[config.mk]
export PLATFORM = sky130hd
export DESIGN_NAME = if_fetch_stage
export DESIGN_NICKNAME = d
export VERILOG_FILES = /design/src/rtl/if_fetch_stage.sv
export SDC_FILE = /design/constraint.sdc
export NUM_CORES = 1
export LEC_CHECK = 0
export CAP_MARGIN = 5
export CORE_ASPECT_RATIO = 0.9
export CORE_MARGIN = 2
export CORE_UTILIZATION = 46
export CTS_BUF_LIST = sky130_fd_sc_hd__clkbuf_8
export DETAILED_ROUTE_END_ITERATION = 7
export PLACE_DENSITY = 0.91
export SETUP_SLACK_MARGIN = 0.02
export SYNTH_ARGS = -nofsm -noshare
export SYNTH_HDL_FRONTEND = slang
export SYNTH_SLANG_ARGS = --single-unit
[constraint.sdc]
create_clock -name clk -period 3.5 [get_ports clk]
set_input_delay 0.7 -clock clk [delete_from_list [all_inputs] [get_ports clk]]
set_output_delay 0.7 -clock clk [all_outputs]
set_load 0.02 [all_outputs]
[src/rtl/if_fetch_stage.sv]
// Instruction-fetch stage: holds the fetch PC, issues requests on the SRAM-like bus and hands words to ID.
// Define IF_ADEL_EN to raise AdEL on misaligned fetch PCs; otherwise the PC low bits are ignored on the bus.
module if_fetch_stage #(
    parameter logic [31:0] RESET_PC  = 32'hBFC0_0000,
    parameter logic [4:0]  ADEL_CODE = 5'h04
) (
    input  logic        clk,
    input  logic        rst_n,
    input  logic        id_allowin_in,
    input  logic [31:0] id_nextPC_in,
    input  logic        wb_ClrStpJmp_in,
    input  logic [31:0] wb_cp0_res_in,
    output logic        inst_req,
    output logic [31:0] inst_addr,
    input  logic        inst_addr_ok,
    input  logic        inst_data_ok,
    input  logic [31:0] inst_rdata,
    output logic        if_valid_out,
    output logic [31:0] if_PC_out,
    output logic [31:0] if_NPC_out,
    output logic [31:0] if_NNPC_out,
    output logic [31:0] if_Instruct_out,
    output logic [31:0] if_NPC_fast_out,
    output logic        if_exception_out,
    output logic [4:0]  if_ExcCode_out,
    output logic [31:0] if_error_VAddr_out
);

    typedef enum logic [1:0] {
        S_REQ  = 2'd0,
        S_WAIT = 2'd1,
        S_HOLD = 2'd2,
        S_CANC = 2'd3
    } state_t;

    state_t      r_state;
    state_t      w_stateNext;

    logic [31:0] r_fpc;
    logic [31:0] r_fpcIss;
    logic        r_valid;
    logic [31:0] r_pc;
    logic [31:0] r_npc;
    logic [31:0] r_nnpc;
    logic [31:0] r_inst;
    logic        r_exc;
    logic [4:0]  r_excCode;
    logic [31:0] r_vaddr;
    logic [31:0] r_pendPc;
    logic [31:0] r_pendInst;

    logic        w_consume;
    logic        w_free;
    logic        w_misaligned;
    logic        w_handshake;
    logic        w_busLoad;
    logic        w_park;
    logic        w_pendLoad;
    logic        w_excLoad;
    logic        w_slotLoad;
    logic [31:0] w_loadPc;
    logic [31:0] w_loadInst;

`ifdef IF_ADEL_EN
    assign w_misaligned = (r_fpc[1:0] != 2'b00);
    assign inst_addr    = r_fpc;
`else
    assign w_misaligned = 1'b0;
    assign inst_addr    = {r_fpc[31:2], 2'b00};
`endif

    assign w_consume   = r_valid & id_allowin_in;
    assign w_free      = ~r_valid | w_consume;
    assign inst_req    = rst_n & (r_state == S_REQ) & w_free & ~w_misaligned;
    assign w_handshake = inst_req & inst_addr_ok;

    always_ff @(posedge clk or negedge rst_n) begin
        if (!rst_n) begin
            r_state <= S_REQ;
        end else begin
            r_state <= w_stateNext;
        end
    end

    always_comb begin
        w_stateNext = r_state;
        w_busLoad   = 1'b0;
        w_park      = 1'b0;
        w_pendLoad  = 1'b0;
        w_excLoad   = 1'b0;
        case (r_state)
            S_REQ: begin
                if (w_handshake) begin
                    w_stateNext = S_WAIT;
                end
                w_excLoad = w_free & w_misaligned;
            end
            S_WAIT: begin
                if (inst_data_ok) begin
                    if (w_free) begin
                        w_busLoad   = 1'b1;
                        w_stateNext = S_REQ;
                    end else begin
                        w_park      = 1'b1;
                        w_stateNext = S_HOLD;
                    end
                end
            end
            S_HOLD: begin
                if (w_consume) begin
                    w_pendLoad  = 1'b1;
                    w_stateNext = S_REQ;
                end
            end
            S_CANC: begin
                if (inst_data_ok) begin
                    w_stateNext = S_REQ;
                end
            end
            default: w_stateNext = S_REQ;
        endcase
        // A flush leaves S_CANC behind whenever a bus response is still owed, so the stale word is swallowed.
        if (wb_ClrStpJmp_in) begin
            w_busLoad  = 1'b0;
            w_park     = 1'b0;
            w_pendLoad = 1'b0;
            w_excLoad  = 1'b0;
            if (w_handshake || (((r_state == S_WAIT) || (r_state == S_CANC)) && !inst_data_ok)) begin
                w_stateNext = S_CANC;
            end else begin
                w_stateNext = S_REQ;
            end
        end
    end

    assign w_slotLoad = w_busLoad | w_pendLoad | w_excLoad;
    assign w_loadPc   = w_pendLoad ? r_pendPc   : (w_excLoad ? r_fpc : r_fpcIss);
    assign w_loadInst = w_pendLoad ? r_pendInst : (w_excLoad ? 32'h0 : inst_rdata);

    always_ff @(posedge clk or negedge rst_n) begin
        if (!rst_n) begin
            r_fpc      <= RESET_PC;
            r_fpcIss   <= 32'h0;
            r_valid    <= 1'b0;
            r_pc       <= 32'h0;
            r_npc      <= 32'h0;
            r_nnpc     <= 32'h0;
            r_inst     <= 32'h0;
            r_exc      <= 1'b0;
            r_excCode  <= 5'h0;
            r_vaddr    <= 32'h0;
            r_pendPc   <= 32'h0;
            r_pendInst <= 32'h0;
        end else begin
            if (wb_ClrStpJmp_in) begin
                r_fpc <= wb_cp0_res_in;
            end else if (w_handshake || w_excLoad) begin
                r_fpc <= id_nextPC_in;
            end
            if (w_handshake) begin
                r_fpcIss <= r_fpc;
            end
            if (w_park) begin
                r_pendPc   <= r_fpcIss;
                r_pendInst <= inst_rdata;
            end
            if (wb_ClrStpJmp_in) begin
                r_valid <= 1'b0;
            end else if (w_slotLoad) begin
                r_valid   <= 1'b1;
                r_pc      <= w_loadPc;
                r_npc     <= w_loadPc + 32'd4;
                r_nnpc    <= w_loadPc + 32'd8;
                r_inst    <= w_loadInst;
                r_exc     <= w_excLoad;
                r_excCode <= w_excLoad ? ADEL_CODE : 5'h0;
                r_vaddr   <= w_excLoad ? r_fpc : 32'h0;
            end else if (w_consume) begin
                r_valid <= 1'b0;
            end
        end
    end

    assign if_valid_out       = r_valid;
    assign if_PC_out          = r_pc;
    assign if_NPC_out         = r_npc;
    assign if_NNPC_out        = r_nnpc;
    assign if_Instruct_out    = r_inst;
    assign if_NPC_fast_out    = r_fpc + 32'd4;
    assign if_exception_out   = r_exc;
    assign if_ExcCode_out     = r_excCode;
    assign if_error_VAddr_out = r_vaddr;

endmodule

==> results.tsv, run 1 <==
stage	metric	value	unit
layout	final_cells	2025	
power_and_ir_drop	peakVddDrop	0.355	mV
power_and_ir_drop	powerDensity	740	nW/µm²
logic_synthesis	synth_top_family_by_area	simple AND/OR/NAND/NOR gates	
drt	routedWlPerCell	20.3	µm
floorplanning	num_rows	58	
worst_setup_path	slowest_stage	clkdlybuf4s50_1	
floorplanning	core	28100	µm²
logic_synthesis	synth_commonest_cells	245 x dfrtp_1, 208 x nand2_1, 106 x nor2_1, 69 x mux2_1, 66 x a21oi_1	
sta	rsz0062_at_grt	false	
sta	tightest_slew	955	ps
power_and_ir_drop	power.internal	7.83	mW
floorplanning	die_h	165	µm
global_route	antenna_found_initial	1	
logic_synthesis	syn_avg_cell_area	9.83	µm²
layout	syn_to_final_growth	31.7	%
placement	placed_cells	1951	
layout	final_cell_area	17400	µm²
logic_synthesis	synth_fa_ha_area_frac	0.00284	
logic_synthesis	yosysTopAreaCell	dfrtp_1	
worst_setup_path	r2r_end	if_NNPC_out[31]	
cts	cts.sinks	254	
sta	maxSlewViolCount	0	
logic_synthesis	synth-compound-area-share	0.0988	
logic_synthesis	synthMuxAreaShare	0.132	
drt	vias	11500	
worst_setup_path	path_class	in2out	
worst_setup_path	crit_path_max_fanout	5	
worst_setup_path	worstRegToRegCells	11	
layout	drive_gt1_frac	0.118	
floorplanning	die_area	30100	µm²
sta	period_needed	3380	ps
layout	antenna_cells	0	
drt	drc	0	
floorplanning	io_pins	334	
cts	numCtsBuffers	44	
sta	min_period_over_period	0.965	
placement	hpwlAfterDp	29.5	mm
cts	cts_max_level	2	
cts	cts.clk_slew.worst_paths	60	ps
logic_synthesis	synth_top_area_frac	0.465	
logic_synthesis	synth_area_leaders	dfrtp_1 46%, nand2_1 5.9%, mux2_1 5.9%	
logic_synthesis	synth.distinct_cells	68	
placement	preCtsSetupSlack	40.7	ps
drt	drt_iter0_markers	905	
job	cap_viol_max_count	0	
drt	dr.pass1.iters	5	
logic_synthesis	synth_area	13200	µm²
cts	hold_buffers	0	
cts	cts_max_path_buffers	3	
floorplanning	start_util	0.470	
worst_setup_path	required	2800	ps
global_route	grt_pass1_wl	63.7	mm
drt	wl	41.1	mm
worst_setup_path	cp-start-kind	primary input	
sta	skew	13.6	ps
sta	layout_setup_ws	122	ps
cts	clk_latency	550	ps
placement	gp_congestion	0.947	
sta	fmax	296	MHz
power_and_ir_drop	seqPwrFrac	0.394	
sta	relSlewSlack	0.363	
power_and_ir_drop	pwr-share-clk	0.204	
layout	utilization	0.619	
cts	cts_tree	yes	
logic_synthesis	yosysSeqAreaShare	0.483	
power_and_ir_drop	p_switching	5.04	mW
logic_synthesis	synthArstFlopShare	1.00	
sta	hold_violations	0	
power_and_ir_drop	pwr-share-comb	0.403	
worst_setup_path	end_kind	output pin	
worst_setup_path	cp-startpoint	id_allowin_in	
global_route	grt_overflow_total	0	
global_route	grtUsageTotal	0.271	
global_route	grt_start_max_net_pins	130	
worst_setup_path	rrSetupSlack	490	ps
logic_synthesis	synth_xor_area_frac	0.0611	
worst_setup_path	path_cells	clkdlybuf4s50_1, buf_4, nor2b_1, nor4b_1, buf_4, clkdlybuf4s50_1	
min_path	hold_path_class	in2async	
global_route	first_global_vias	11400	
floorplanning	die_x	183	µm
power_and_ir_drop	switching_share	0.392	
power_and_ir_drop	leakage	7.92	nW
logic_synthesis	synth-edff-count	0	
drt	routed_via_density	5.66	
worst_setup_path	slowest_delay	600	ps
worst_setup_path	r2r_start	if_valid_out	
layout	nets	1742	
placement	io_buffers	293	
sta	fin_hold_ws	328	ps
cts	cts_root_buffer	clkbuf_8	
logic_synthesis	syn_inst	1343	
placement	place_area	16500	µm²
logic_synthesis	yosys.area_share.simple	0.164	
logic_synthesis	synth_flop_cell	dfrtp_1	
worst_setup_path	cp.arrival	2680	ps
sta	setup_tns	0	ps
sta	setup_violations	0	
power_and_ir_drop	total_power	12.9	mW
status	status	complete, no violations	
logic_synthesis	yosysMostFrequentCell	dfrtp_1	
logic_synthesis	synth-seq-cells	254	
drt	antenna_left	0	
logic_synthesis	synth_warnings	0	
state kept, by name (all words and copies together), names as in the netlist:
name and flops:
r_pendInst 32, r_fpcIss 32, if_valid_out 1, if_NPC_out 30, r_pendPc 32, r_fpc 32, r_state 2, if_NNPC_out 29
if_Instruct_out 32, if_PC_out 32
cell families after synthesis:
logic type / Yosys count
muxes: 161
AOI/OAI and AO/OA: 221
xor gates and xnor gates: 92
other: 1
DFF: 254
buffers and inverters: 144
and+or+nand+nor: 467
adders and majority gates: 3
critical path, delay by kind of cell:
kind,cells,cell delay [ps]
and+or+nand+nor,2,450
buffers and inverters,4,1520
cell usage in the layout (no fill, tap or decap), types with 32 or more instances in the layout:
| cell | instances |
|---|---|
| dfrtp_1 | 240 |
| nor2_1 | 101 |
| a31oi_1 | 46 |
| nand2_1 | 206 |
| conb_1 | 40 |
| buf_4 | 50 |
| o21ai_1 | 39 |
| a21oi_1 | 66 |
| nand3_1 | 33 |
| mux2i_1 | 58 |
| mux2_1 | 69 |
| xnor2_1 | 41 |
| xor2_1 | 51 |
| clkdlybuf4s50_1 | 277 |
| mux2_2 | 32 |
| clkbuf_8 | 56 |
power groups by stage:
stage	registers [mW]	logic, mW	clock network, mW
2_1_floorplan	5.48	1.98	0
3_3_place_gp	5.03	5.07	0
6_report	5.06	5.18	2.62
5_1_grt	5.18	5.54	2.82
3_5_place_dp	5.07	5.18	0
4_1_cts	5.03	5.20	2.68
per-layer routing:
metal,vias to the layer above,global-route usage,wire (µm)
met4,0,0.101,1300
met1,5611,0.365,17000
met3,91,0.0587,3730
met2,590,0.432,19100
met5,-,0,0
li1,5171,-,-
worst max path at each step:
stage | cells past startpoint | end
2_1_floorplan | 16 | if_NPC_out[31]
3_3_place_gp | 6 | inst_req
3_5_place_dp | 12 | if_NNPC_out[31]
4_1_cts | 7 | if_NPC_fast_out[12]
5_1_grt | 6 | inst_req
6_report | 6 | inst_req
repair_timing:
| item | in CTS | in global routing |
|---|---|---|
| gates resized for setup | 17 | 17 |
| setup endpoints to repair | 15 | 12 |
| buffers inserted | 0 | 0 |
layout make-up:
cell class	instances	area [µm²]
inverters	6	22.5
clock buffers	56	771
fillers	2257	10700
well taps	360	450
multi-input cells	984	6300
repair buffers	347	3380
clock inverters	18	73.8
flip-flops and latches	254	6370
Power figures use the tool's default switching activity.
==> inputs of run 2 (changes only) <==
Settings changed: CORE_MARGIN 2 to 3, MAX_ROUTING_LAYER from default to met4, PLACE_DENSITY 0.91 to default, PLACE_DENSITY_LB_ADDON from default to 0.15.
==> run 2 against run 1 <==
Against the previous run:
- fmax is essentially flat
- highest routed layer unchanged
- total power is 0.86% higher
- first-iteration DRC count shrank 0.66%
- combinational power is essentially flat
- final cell count rose by 0.59%
- via count decreased by 2.6%
- non-clock buffer count rose by 3
==> results.tsv, run 2 (same netlist as run 1, synthesis figures left out) <==
stage	metric	value	unit	change
power_and_ir_drop	pwr-share-comb	0.397		-0.006
power_and_ir_drop	power.internal	8.03	mW	+2.6%
cts	post-cts-setup-buffers	0		unchanged
floorplanning	die_area	30800	µm²	+2.3%
layout	drive_gt1_frac	0.124		+0.00579
worst_setup_path	path_class	in2out		
drt	drt_iter0_markers	899		-0.66%
floorplanning	core	28100	µm²	unchanged
layout	syn_to_final_growth	32.6	%	
placement	hpwlAfterDp	28.4	mm	-3.4%
power_and_ir_drop	total_power	13.0	mW	+0.86%
sta	rsz0062_at_grt	true		
job	cap_viol_max_count	0		unchanged
power_and_ir_drop	pwr-share-clk	0.220		+0.016
worst_setup_path	crit_path_max_fanout	5		unchanged
placement	place_area	16500	µm²	about the same
cts	cts_max_path_buffers	3		unchanged
sta	setup_violations	0		unchanged
min_path	hold_path_class	reg2reg		
sta	period_needed	3380	ps	-2.94 ps
layout	final_common_cell	clkdlybuf4s50_1		
drt	routed_via_density	5.48		-3.2%
placement	gp_congestion	0.921		-2.7%
worst_setup_path	slowest_delay	610	ps	about the same
global_route	grt_overflow_total	0		unchanged
global_route	antenna_found_initial	1		unchanged
power_and_ir_drop	switching_share	0.381		-0.0103
cts	numCtsBuffers	45		+2.3%
floorplanning	io_pins	334		unchanged
global_route	grt_start_max_net_pins	77		-41%
power_and_ir_drop	leakage	8.00	nW	+0.95%
worst_setup_path	cp.arrival	2680	ps	about the same
layout	multi_input_area	6300	µm²	about the same
cts	clk_latency	550	ps	about the same
cts	cts_root_buffer	clkbuf_8		
layout	nets	1746		+0.23%
power_and_ir_drop	peakVddDrop	0.264	mV	-26%
drt	antenna_left	0		unchanged
layout	utilization	0.623		+0.00441
global_route	first_global_vias	10900		-4.5%
sta	skew	20.6	ps	+6.97 ps
sta	relSlewSlack	0.354		-0.00933
sta	fmax	296	MHz	about the same
layout	layout.area.seq	6370	µm²	about the same
power_and_ir_drop	seqPwrFrac	0.384		-0.010
placement	io_buffers	293		unchanged
floorplanning	die_h	167	µm	+1.2%
sta	maxSlewViolCount	0		unchanged
worst_setup_path	cp-start-kind	primary input		
drt	vias	11200		-2.6%
drt	routedWlPerCell	19.6	µm	-3.5%
drt	drc	0		unchanged
worst_setup_path	path_cells	clkdlybuf4s50_1, buf_4, nor2b_1, nor4b_1, buf_4, clkdlybuf4s50_1		
cts	cts_max_level	2		unchanged
floorplanning	die_x	185	µm	+1.1%
sta	tightest_slew	969	ps	+14.0 ps
worst_setup_path	path_delay_family	buffers and inverters		
worst_setup_path	required	2800	ps	about the same
placement	placed_cells	1953		+0.10%
worst_setup_path	crit_buf_inv	4		unchanged
layout	final_cell_mix	276 x clkdlybuf4s50_1, 243 x dfrtp_1, 206 x nand2_1, 102 x nor2_1, 69 x mux2_1		
worst_setup_path	slowest_stage	clkdlybuf4s50_1		
power_and_ir_drop	powerDensity	742	nW/µm²	+0.14%
worst_setup_path	end_kind	output pin		
sta	hold_violations	0		unchanged
sta	setup_tns	0	ps	unchanged
worst_setup_path	rrSetupSlack	600	ps	+110 ps
cts	cts.sinks	254		unchanged
cts	cts.clk_slew.worst_paths	60	ps	about the same
cts	cts_tree	yes		
layout	n_fill_cell	2396		+6.2%
layout	final_cell_area	17500	µm²	+0.71%
status	status	complete, no violations		
floorplanning	start_util	0.470		unchanged
layout	final_cells	2037		+0.59%
global_route	grtUsageTotal	0.261		-0.00990
power_and_ir_drop	p_switching	4.95	mW	-1.8%
sta	min_period_over_period	0.964		about the same
global_route	grt_pass1_wl	62.1	mm	-2.4%
drt	dr.pass1.iters	5		unchanged
drt	wl	39.9	mm	-3.0%
floorplanning	num_rows	58		unchanged
-- run 2: cell types whose count changed in the layout (fill, tap and decap cells not counted), sizes merged, moves of 2 or more --
cell,previous run,this run
buf,56,58
clkdlybuf4s15,2,0
clkbuf,57,65
inv,21,19
clkinv,2,6
-- run 2: worst paths after layout --
path,startpoint,endpoint,depth (start not counted)
max in group asynchronous,rst_n,if_Instruct_out[1],4
worst min-delay path,if_NNPC_out[3],if_NNPC_out[3],2
min in group asynchronous,rst_n,r_pendInst[16],2
worst max register to register,if_valid_out,if_NPC_out[27],8
worst max-delay path,id_allowin_in,inst_req,6
worst min register to register,if_NNPC_out[3],if_NNPC_out[3],2
-- run 2: per-layer routing --
layer,GRT usage,vias up,part of all wire
li1,-,5199,-
met1,0.368,5438,0.46
met2,0.394,474,0.45
met3,0.0528,52,0.077
met4,0.0549,0,0.017
met5,-,-,0
-- run 2: tightest hold or removal path, delay by kind of cell, from the launching register on --
kind | cells | cell delay [ps]
flip-flops | 1 | 340
AND/OR/NAND/NOR | 2 | 100
-- run 2: through the flow --
stage          hold WS [ps]  worst slack [ps]
6_report                481               125
5_1_grt                 505             -3.27
3_5_place_dp            470              49.1
4_1_cts                 484             -11.1
3_3_place_gp            460               113
2_1_floorplan           404              31.6
-- run 2: power groups by stage --
stage / logic [mW] / registers [mW] / clock network [mW]
detailed placement: 5.17 / 5.01 / 0
global route: 5.51 / 5.12 / 3.05
finish: 5.15 / 4.98 / 2.85
floorplan: 1.98 / 5.48 / 0
CTS: 5.19 / 4.96 / 2.91
global placement: 5.10 / 4.98 / 0
-- run 2: cell type report --
| type | instances | share of cell area |
|---|---|---|
| Clock inverter | 21 | 0.00686 |
| Sequential cell | 254 | 0.364 |
| Antenna cell | 1 | 0.000143 |
| Multi-Input combinational cell | 984 | 0.360 |
| Clock buffer | 61 | 0.0480 |
| Inverter | 6 | 0.00129 |
| Tap cell | 360 | 0.0257 |
| Timing Repair Buffer | 350 | 0.194 |
-- run 2: what timing repair did --
action | in CTS | in global routing
setup endpoints to repair | 15 | 14
hold buffers | 1 | 0
resized for setup | 16 | 19
pin swaps | 0 | 0
hold endpoints to repair | 10 | 0
==> inputs of run 3 (changes only) <==
Settings changed: SLEW_MARGIN from default to 15.
==> results of run 3 <==
Final layout, timing and power as in run 2 (identical DEF).
